===== src/rtl/tv80_bus_pkg.sv =====
// Shared types for the tv80 memory/I-O bridge: FSM states, request classes, wait counter width.
package tv80_bus_pkg;

   localparam int          WCTR_W       = 4;
   localparam logic [7:0]  IACK_DEFAULT = 8'hFF;

   typedef enum logic [2:0] {
      ST_IDLE,
      ST_WAIT,
      ST_ISSUE,
      ST_CAPTURE,
      ST_DONE
   } bridge_state_t;

   typedef enum logic [2:0] {
      RQ_NONE,
      RQ_IACK,
      RQ_MRD,
      RQ_MWR,
      RQ_IORD,
      RQ_IOWR
   } req_cls_t;

   // Priority order matters: an M1+IORQ cycle must never be seen as an I/O access.
   function automatic req_cls_t decode_req(input logic mreq_n, input logic iorq_n,
                                           input logic rd_n, input logic wr_n,
                                           input logic m1_n, input logic rfsh_n);
      req_cls_t cls;
      cls = RQ_NONE;
      if (!m1_n && !iorq_n)                cls = RQ_IACK;
      else if (!mreq_n && rfsh_n && !rd_n) cls = RQ_MRD;
      else if (!mreq_n && rfsh_n && !wr_n) cls = RQ_MWR;
      else if (!iorq_n && m1_n && !rd_n)   cls = RQ_IORD;
      else if (!iorq_n && m1_n && !wr_n)   cls = RQ_IOWR;
      return cls;
   endfunction

endpackage


===== src/rtl/mem_bridge_wait_ctr.sv =====
// Loadable down-counter that times the programmable wait-state window; saturates at zero.
module mem_bridge_wait_ctr
   import tv80_bus_pkg::*;
(
   input  logic              i_clk,
   input  logic              i_reset,
   input  logic              i_load,
   input  logic [WCTR_W-1:0] i_load_val,
   input  logic              i_dec,
   output logic [WCTR_W-1:0] o_cnt,
   output logic              o_zero
);

   logic [WCTR_W-1:0] r_cnt;

   always_ff @(posedge i_clk) begin
      if (i_reset)
         r_cnt <= '0;
      else if (i_load)
         r_cnt <= i_load_val;
      else if (i_dec && (r_cnt != '0))
         r_cnt <= r_cnt - WCTR_W'(1);
   end

   assign o_cnt  = r_cnt;
   assign o_zero = (r_cnt == '0);

endmodule


===== src/rtl/tv80_mem_bridge.sv =====
// tv80s bus bridge: one RAM port, one I/O port, registered read data, programmable wait states.
// Define MEM_BRIDGE_ROM_PROTECT_EN to suppress (and count) writes below ROM_SIZE.
module tv80_mem_bridge
   import tv80_bus_pkg::*;
#(
   parameter int unsigned WAIT_CYCLES = 0,
   parameter logic [15:0] ROM_SIZE    = 16'h4000,
   parameter logic [7:0]  IACK_DATA   = IACK_DEFAULT
)(
   input  logic        i_clk,
   input  logic        i_reset,
   input  logic [15:0] i_cpu_a,
   input  logic [7:0]  i_cpu_do,
   output logic [7:0]  o_cpu_di,
   input  logic        i_mreq_n,
   input  logic        i_iorq_n,
   input  logic        i_rd_n,
   input  logic        i_wr_n,
   input  logic        i_m1_n,
   input  logic        i_rfsh_n,
   output logic        o_wait_n,
   output logic [15:0] o_ram_addr,
   output logic [7:0]  o_ram_wdata,
   output logic        o_ram_we,
   output logic        o_ram_re,
   input  logic [7:0]  i_ram_rdata,
   output logic [7:0]  o_io_addr,
   output logic [7:0]  o_io_wdata,
   output logic        o_io_we,
   input  logic [7:0]  i_io_rdata,
   output logic [7:0]  o_wp_hits
);

   localparam logic [WCTR_W-1:0] WAIT_LD = WCTR_W'(WAIT_CYCLES);

   bridge_state_t r_state, w_next;
   req_cls_t      r_cls, w_req, w_cls;
   logic [7:0]    r_cpu_di, r_ram_wdata, r_io_addr, r_io_wdata;
   logic [15:0]   r_ram_addr, w_addr;
   logic          r_wait_n, r_ram_we, r_ram_re, r_io_we;
   logic          w_start, w_iack, w_load, w_dec, w_issue, w_capture, w_wp_block;
   logic [WCTR_W-1:0] w_cnt;
   logic          w_zero;

   assign w_req  = decode_req(i_mreq_n, i_iorq_n, i_rd_n, i_wr_n, i_m1_n, i_rfsh_n);
   // Without wait states the strobe is issued on the sampling edge, so use the live request there.
   assign w_cls  = (r_state == ST_IDLE) ? w_req : r_cls;
   assign w_addr = (r_state == ST_IDLE) ? i_cpu_a : r_ram_addr;

   mem_bridge_wait_ctr u_wait_ctr (
      .i_clk      (i_clk),
      .i_reset    (i_reset),
      .i_load     (w_load),
      .i_load_val (WAIT_LD),
      .i_dec      (w_dec),
      .o_cnt      (w_cnt),
      .o_zero     (w_zero)
   );

   always_ff @(posedge i_clk) begin
      if (i_reset) r_state <= ST_IDLE;
      else         r_state <= w_next;
   end

   always_comb begin
      w_next    = r_state;
      w_start   = 1'b0;
      w_iack    = 1'b0;
      w_load    = 1'b0;
      w_dec     = 1'b0;
      w_issue   = 1'b0;
      w_capture = 1'b0;
      case (r_state)
         ST_IDLE: begin
            if (w_req == RQ_IACK) begin
               w_iack = 1'b1;
               w_next = ST_DONE;
            end else if (w_req != RQ_NONE) begin
               w_start = 1'b1;
               w_load  = 1'b1;
               if (WAIT_CYCLES == 0) begin
                  w_issue = 1'b1;
                  w_next  = ST_ISSUE;
               end else begin
                  w_next  = ST_WAIT;
               end
            end
         end
         ST_WAIT: begin
            w_dec = 1'b1;
            if ((w_cnt == WCTR_W'(1)) || w_zero) begin
               w_issue = 1'b1;
               w_next  = ST_ISSUE;
            end
         end
         ST_ISSUE:   w_next = ST_CAPTURE;
         ST_CAPTURE: begin
            w_capture = 1'b1;
            w_next    = ST_DONE;
         end
         ST_DONE: begin
            if (i_mreq_n && i_iorq_n) w_next = ST_IDLE;
         end
         default:    w_next = ST_IDLE;
      endcase
   end

`ifdef MEM_BRIDGE_ROM_PROTECT_EN
   logic [7:0] r_wp_hits;

   assign w_wp_block = (w_cls == RQ_MWR) && (w_addr < ROM_SIZE);

   always_ff @(posedge i_clk) begin
      if (i_reset)
         r_wp_hits <= 8'h00;
      else if (w_issue && w_wp_block)
         r_wp_hits <= r_wp_hits + 8'd1;
   end

   assign o_wp_hits = r_wp_hits;
`else
   logic w_unused_rom;

   assign w_unused_rom = ^{ROM_SIZE, w_addr};
   assign w_wp_block   = 1'b0;
   assign o_wp_hits    = 8'h00;
`endif

   always_ff @(posedge i_clk) begin
      if (i_reset) begin
         r_cls       <= RQ_NONE;
         r_cpu_di    <= 8'hFF;
         r_wait_n    <= 1'b1;
         r_ram_addr  <= 16'h0000;
         r_ram_wdata <= 8'h00;
         r_io_addr   <= 8'h00;
         r_io_wdata  <= 8'h00;
         r_ram_re    <= 1'b0;
         r_ram_we    <= 1'b0;
         r_io_we     <= 1'b0;
      end else begin
         r_ram_re <= w_issue && (w_cls == RQ_MRD);
         r_ram_we <= w_issue && (w_cls == RQ_MWR) && !w_wp_block;
         r_io_we  <= w_issue && (w_cls == RQ_IOWR);
         if (w_start) begin
            r_cls       <= w_req;
            r_wait_n    <= 1'b0;
            r_ram_addr  <= i_cpu_a;
            r_ram_wdata <= i_cpu_do;
            r_io_addr   <= i_cpu_a[7:0];
            r_io_wdata  <= i_cpu_do;
         end
         if (w_iack)
            r_cpu_di <= IACK_DATA;
         if (w_capture) begin
            r_wait_n <= 1'b1;
            if (r_cls == RQ_MRD)       r_cpu_di <= i_ram_rdata;
            else if (r_cls == RQ_IORD) r_cpu_di <= i_io_rdata;
         end
      end
   end

   assign o_cpu_di    = r_cpu_di;
   assign o_wait_n    = r_wait_n;
   assign o_ram_addr  = r_ram_addr;
   assign o_ram_wdata = r_ram_wdata;
   assign o_ram_we    = r_ram_we;
   assign o_ram_re    = r_ram_re;
   assign o_io_addr   = r_io_addr;
   assign o_io_wdata  = r_io_wdata;
   assign o_io_we     = r_io_we;

endmodule

===== config.mk =====
export PLATFORM = sky130hd
export DESIGN_NAME = tv80_mem_bridge
export DESIGN_NICKNAME = d
export VERILOG_FILES = /design/src/rtl/tv80_bus_pkg.sv /design/src/rtl/mem_bridge_wait_ctr.sv /design/src/rtl/tv80_mem_bridge.sv
export SDC_FILE = /design/constraint.sdc
export NUM_CORES = 1
export LEC_CHECK = 0
export BUFFER_PORTS_ARGS = -buffer_cell sky130_fd_sc_hd__clkbuf_2
export CORE_AREA = 4 4 72 74
export CTS_BUF_LIST = sky130_fd_sc_hd__clkbuf_2 sky130_fd_sc_hd__clkbuf_4 sky130_fd_sc_hd__clkbuf_8
export CTS_CLUSTER_DIAMETER = 200
export DETAILED_ROUTE_END_ITERATION = 10
export DIE_AREA = 0 0 76 78
export PLACE_DENSITY = 0.92
export SETUP_SLACK_MARGIN = 0.05
export SYNTH_ARGS = -nofsm -noshare
export SYNTH_HDL_FRONTEND = slang
export SYNTH_HIERARCHICAL = 1
export SYNTH_SLANG_ARGS = --single-unit

===== constraint.sdc =====
create_clock -name i_clk -period 5.35 [get_ports i_clk]
set_input_delay 0.2675 -clock i_clk [delete_from_list [all_inputs] [get_ports i_clk]]
set_output_delay 0.2675 -clock i_clk [all_outputs]
set_load 0.03 [all_outputs]

# Yosys cells after proc, flatten, opt, wreduce, memory -nomap -nowiden
# Cells that the tools add are included.
op_classes:
  mux: 24
  reduce_logical: 25
  add_sub_neg: 1
  n_eq_ne: 14
ops:
  columns: ["operator", "count"]
  rows:
  - ["8-bit 2-to-1 mux", 4]
  - ["3-bit 2-to-1 mux", 10]
  - ["3-bit by 2-bit == test with 1-bit output, second input constant", 5]
  - ["3-bit case mux with 5 select lines", 1]
  - ["1-bit logical AND", 12]
  - ["3-bit == test, second input constant", 3]
  - ["1-bit 2-to-1 mux", 8]
  - ["3-bit by 1-bit == test with 1-bit output, second input constant", 2]
  - ["1-bit logical NOT", 5]
  - ["4-bit by 1-bit == test with 1-bit output, second input constant", 1]
  - ["4-bit logical NOT", 1]
  - ["2-bit inequality test, second input constant", 2]
  - ["4-bit nonzero test", 1]
  - ["2-bit OR reduction", 2]
  - ["4-bit by 1-bit subtractor with 4-bit output, second input constant", 1]
  - ["3-bit logical NOT", 1]
  - ["3-bit by 1-bit inequality test with 1-bit output, second input constant", 1]
  - ["3-bit AND reduction", 1]
  - ["3-bit nonzero test", 1]
  - ["1-bit case mux with 2 select lines", 1]
  - ["1-bit logical OR", 1]
totals:
  elab_cells: 75
  out_inout_bits: 60
  input_bits: 48
  reg_bits: 54

# Depth between registers and ports, before layout
depth:
  depth_word: 15
  depth_mapped: 7
  mapped_depth_nobuf: 7

# Modules after synthesis
# The synthesis kept the hierarchy.
by_module_without_submodules:
  columns: ["module", "cells_per_inst", "seq_area_each_um2", "n_inst", "area_per_inst_um2"]
  rows:
  - ["tv80_mem_bridge", 236, 840.8, 1, 1970.6]
  - ["mem_bridge_wait_ctr", 29, 80.1, 1, 262.8]

# Least setup slack after synthesis
# OpenSTA, ideal clock, no wires.
synth_timing:
  path_kind: "register -> register"
  from: "register r_state[0]"
  to: "register u_wait_ctr.r_cnt[3], in the netlist u_wait_ctr/o_cnt[3]"
  t_arrival_ns: 1.765
  period_less_slack_ns: 1.890
  setup_time_ns: 0.125
  n_path_buf: 0
  path_stages_with_launch: 5
  slack_ns: 3.460
  required_time_ns: 5.225
  path_cell_list: "dfxtp_1 nor3b_1 nor4b_2 mux2i_1 a211oi_1"
synth_between:
  elab_chain_len: 3
  elab_cells_between_ends: 6
  classes_between: "eq/ne: 1; mux: 2; reduce/logical: 3"
synth_rtl:
  columns: ["element", "line", "source"]
  rows:
  - ["start: declaration", "tv80_mem_bridge.sv:36", "bridge_state_t r_state, w_next;"]
  - ["start signal: assignment", "tv80_mem_bridge.sv:62", "else r_state <= w_next;"]
  - ["3-bit by 1-bit == test with 1-bit output", "tv80_mem_bridge.sv:73", "case (r_state)"]
  - ["1-bit 2-to-1 mux", "tv80_mem_bridge.sv:73", null]
  - ["named net w_dec", "tv80_mem_bridge.sv:41", "logic w_start, w_iack, w_load, w_dec, w_issue, w_capture, w_wp_block;"]
  - ["1-bit logical AND", "mem_bridge_wait_ctr.sv:21", "else if (i_dec && (r_cnt != '0))"]
  - ["end signal: assignment", "mem_bridge_wait_ctr.sv:20", "r_cnt <= i_load_val;"]
  - ["end signal: assignment", "mem_bridge_wait_ctr.sv:22", "r_cnt <= r_cnt - WCTR_W'(1);"]
  - ["end: declaration", "mem_bridge_wait_ctr.sv:14", "logic [WCTR_W-1:0] r_cnt;"]
# The timed path passes the listed nets, and every way through them passes these cells.
# A chain may end at the register's enable or synchronous reset.

# Worst setup path after layout
layout_timing:
  from: "register r_state[2]"
  to: "register u_wait_ctr.r_cnt[1], in the netlist u_wait_ctr/o_cnt[1]"
layout_between:
  elab_chain_len: 3
  elab_cells_between_ends: 6
  classes_between: "eq/ne: 1; mux: 2; reduce/logical: 3"
layout_rtl:
  columns: ["element", "line"]
  rows:
  - ["3-bit by 1-bit == test with 1-bit output or 3-bit logical NOT (tied branches)", "tv80_mem_bridge.sv:73"]
  - ["1-bit 2-to-1 mux", "tv80_mem_bridge.sv:73"]
  - ["1-bit logical AND or 2-bit OR reduction (tied branches)", null]
# Several ways; a longest one is shown, not always the timed one.

==> impl_metrics.yaml <==
finish:
  fillers: 407
  num-nets-final: 397
  fin_area_um2: 2710
  area.sequential_um2: 921
  multi_input_gate_area_um2: 1090
  antenna-diode-count: 0
  area_growth_from_synthesis_to_layout_pct: 21.1
  post_route_cells_drive_above_1_share_pct: 36.1
setup_path:
  timing.critical_path.from: "r_state[2]$_SDFFE_PP0P_"
  worst_ep_arrival_time_ns: 2.52
  cp-end-kind: "flop"
  setup.reg_to_reg.worst_slack_ns: 3.00
  critical_path_peak_fanout: 29
  worstReg2RegStart: "r_state[2]$_SDFFE_PP0P_"
  cp_data_required_time_ns: 5.53
  crit_path_cell_trace: "nor3_4 -> o2111ai_4 -> inv_2 -> nor3_1 -> a311o_1"
  cp-start-kind: "flop"
  critical-path-max-stage-delay_ns: 0.58
  timing.reg2reg.worst_path_depth: 5
  regToRegEndpoint: "u_wait_ctr/o_cnt[1]$_SDFFE_PP0P_"
  timing_worst_setup_path_type: "flop to flop"
  crit_slowest_cell: "inv_2"
die:
  floorplan.io_pins: 108
  die-height_um: 78
  die_x_um: 76
  floorplan.initialDensity_pct: 48.6
  floorplan.rows: 25
  placeableCoreArea_um2: 4600
  dieArea_um2: 5930
power_and_ir_drop:
  pwrdens_nw_per_um2: 305
  ir_worst_vdd_v: 0.000135
  leakage_nw: 1.21
detailed_routing:
  detailedRoute.firstIterationViolations: 112
  remaining_drc_errors: 0
  ant_nets: 0
  route.detailed.wl_per_inst_um: 13.1
  finalWirelength_mm: 5.29
  route.detailed.vias_per_inst: 5.20
  first_pass_iters: 6
  dr_total_vias: 2096
synth:
  postSynthCellCount: 265
  synth_fa_ha_area_share_pct: 0.560
  seq_area_frac_synth_pct: 41.2
  synth-warning-count: 6
  synthSimpleGateAreaFrac_pct: 23.2
  dominant_combinational_cell_family_by_area_after_synthesis: "simple AND/OR/NAND/NOR gates"
  synth_xor_area_share_pct: 0
  synth-compound-area-share_pct: 22.5
  post_synth_mux_area_share_pct: 0.448
  syn_area_per_cell_um2: 8.43
  synth_area_um2: 2230
  synth_cell_types: 54
  synth_seq_cells: 46
global_routing:
  grt_pass1_vias: 1987
  grt.total_usage_pct: 17.3
  wire_length_of_the_first_global_routing_pass_mm: 8.67
  gr-total-overflow: 0
  antenna_violations_before_repair: 0
  largest_net_degree_at_the_start_of_global_routing: 48
cts:
  h-tree-depth: 2
  clk_transition_reported_paths_ns: 0.08
  hold_buffers: 0
  cts_made_buffers: 5
  tritoncts: "built"
  postCtsResizedCells: 0
  clock-root-buffer: "clkbuf_8"
  clock_sinks: 46
  ctsLongestPathBuffers: 2
  worst_skew_pair.late_latency_ns: 0.29
  cts_setup_buffers: 0
run:
  drv.max_cap_violation_count: 0
min_path:
  worstHoldPathCells: 3
  hp-class: "input port to flop"
  terminating_pin_of_the_worst_hold_path: "o_ram_addr[12]$_SDFFE_PP0P_"
  min_from: "i_cpu_a[12]"
sta:
  final_hold_viol_count: 0
  setup_tns_ns: 0
  worst_slew_margin_rel_pct: 33.1
  worstMarginPinSlew_ns: 1.00
  report.final.setup_viol: 0
  final.setup_skew_ns: 0.00910
  final_max_slew_viol_count: 0
  timing.fmax_ghz: 0.426
  min_period_over_period_pct: 43.9
  grt_setup_unrepaired: "false"
  final.min_clock_period_ns: 2.35
placement:
  place_hpwl_mm: 3.95
  dpl_cell_area_um2: 2620
  place.gp.congestion: 0.860
  place.port_buffers: 99
status:
  run_status: "completed"
==> Yosys cell counts, drive strengths merged <==
cell	n	share of area [%]
a2111oi	1	1.2
a211o	2	0.78
a211oi	3	1.0
a21boi	1	0.34
a21o	1	0.34
a21oi	37	8.5
a22o	8	3.1
a311o	1	0.45
a311oi	3	1.2
a31oi	1	0.28
and2	1	0.28
buf	28	9.1
clkbuf	7	1.2
conb	1	0.17
dfxtp	46	41
ha	1	0.56
inv	9	1.5
mux2i	1	0.45
nand2	54	9.1
nand2b	3	0.84
nand3	1	0.22
nand3b	1	0.34
nand4	1	0.28
nand4b	1	0.39
nor2	18	3.6
nor2b	4	1.2
nor3	3	1.2
nor3b	1	0.34
nor4	3	1.8
nor4b	3	1.7
o2111ai	1	1.2
o211ai	1	0.34
o21a	1	0.34
o21ai	9	2.0
o21ba	1	0.45
o21bai	1	0.34
o2bb2ai	1	0.67
or2	2	0.56
or3	1	0.50
or3b	2	0.90
==> through the flow <==
step / power (W) / util (%) / cells / setup WS, ns / hold slack (ns)
3_5_place_dp: 0.000624 / 56.9 / 395 / 2.94 / 0.449
5_1_grt: 0.000867 / 58.8 / 403 / 2.76 / 0.187
2_1_floorplan: 0.000576 / - / 276 / 3.46 / 0.340
3_3_place_gp: 0.000616 / 56.9 / 395 / 3.05 / 0.443
4_1_cts: 0.000833 / 58.8 / 403 / 2.96 / 0.181
6_report: 0.000825 / 58.8 / 403 / 3.00 / 0.190
==> power by group <==
part | switching, W | total (W) | internal (W)
combinational | 0.000150 | 0.000230 | 0.0000796
clock | 0.000112 | 0.000209 | 0.0000973
sequential | 0.0000218 | 0.000387 | 0.000365
total | 0.000284 | 0.000825 | 0.000542
==> layout by cell type, fill, tap and decap left out, types with 2 or more instances in the layout <==
master and instances:
a211o_1 2, a211oi_1 3, a21oi_1 36, a22o_1 8
a311oi_1 3, clkbuf_2 99, clkbuf_8 5, conb_1 12
dfxtp_1 46, inv_1 8, nand2_1 54, nand2b_1 3
nor2_1 15, nor2_2 2, nor2b_1 3, nor3_1 2
nor4b_2 2, o21ai_0 7, o21ai_1 2
==> worst max-delay path, delay by kind of cell, from the launching register on <==
family	cells	cell delay (ns)
buf+inv	1	0.58
simple gates	2	0.43
flops	1	0.39
compound gates	2	0.82
==> kinds of logic (layout without fill, tap and decap cells) <==
family,Yosys count,after routing
flip-flops,46,46
adder cells (fa/ha/maj),1,1
other,1,12
buffers and inverters,44,117
multiplexers,1,1
AO/OA/AOI/OAI,73,73
AND/OR/NAND/NOR,99,99
==> routing by layer <==
metal	track usage, %	wire length, um	part of all wire (%)
met1	18.6	2130	40
met2	31.0	2660	50
met3	5.68	438	8.3
met4	6.58	67	1.3
met5	0	0	0
==> registers in the layout, indices dropped and copies added (netlist names) <==
signal            count
o_io_we               1
r_state               3
o_io_addr             7
o_ram_re              1
u_wait_ctr/o_cnt      4
o_io_wdata            8
o_wait_n              1
o_cpu_di              8
o_ram_we              1
r_cls                 3
o_ram_addr            9
==> layout make-up <==
type / instances / area share (%)
Clock buffer: 6 / 2.82
Sequential cell: 46 / 34.0
Tap cell: 54 / 2.50
Timing Repair Buffer: 100 / 18.6
Clock inverter: 2 / 0.509
Multi-Input combinational cell: 186 / 40.3
Inverter: 9 / 1.25
==> worst max-delay path by stage <==
| stage | endpoint |
|---|---|
| after floorplan | u_wait_ctr/o_cnt[3]$_SDFFE_PP0P_ |
| after detailed placement | u_wait_ctr/o_cnt[2]$_SDFFE_PP0P_ |
| after global placement | u_wait_ctr/o_cnt[1]$_SDFFE_PP0P_ |
| after global routing | u_wait_ctr/o_cnt[0]$_SDFFE_PP0P_ |
| after CTS | u_wait_ctr/o_cnt[1]$_SDFFE_PP0P_ |
| final | u_wait_ctr/o_cnt[1]$_SDFFE_PP0P_ |
Note: power is estimated with default switching activity, not from simulation.
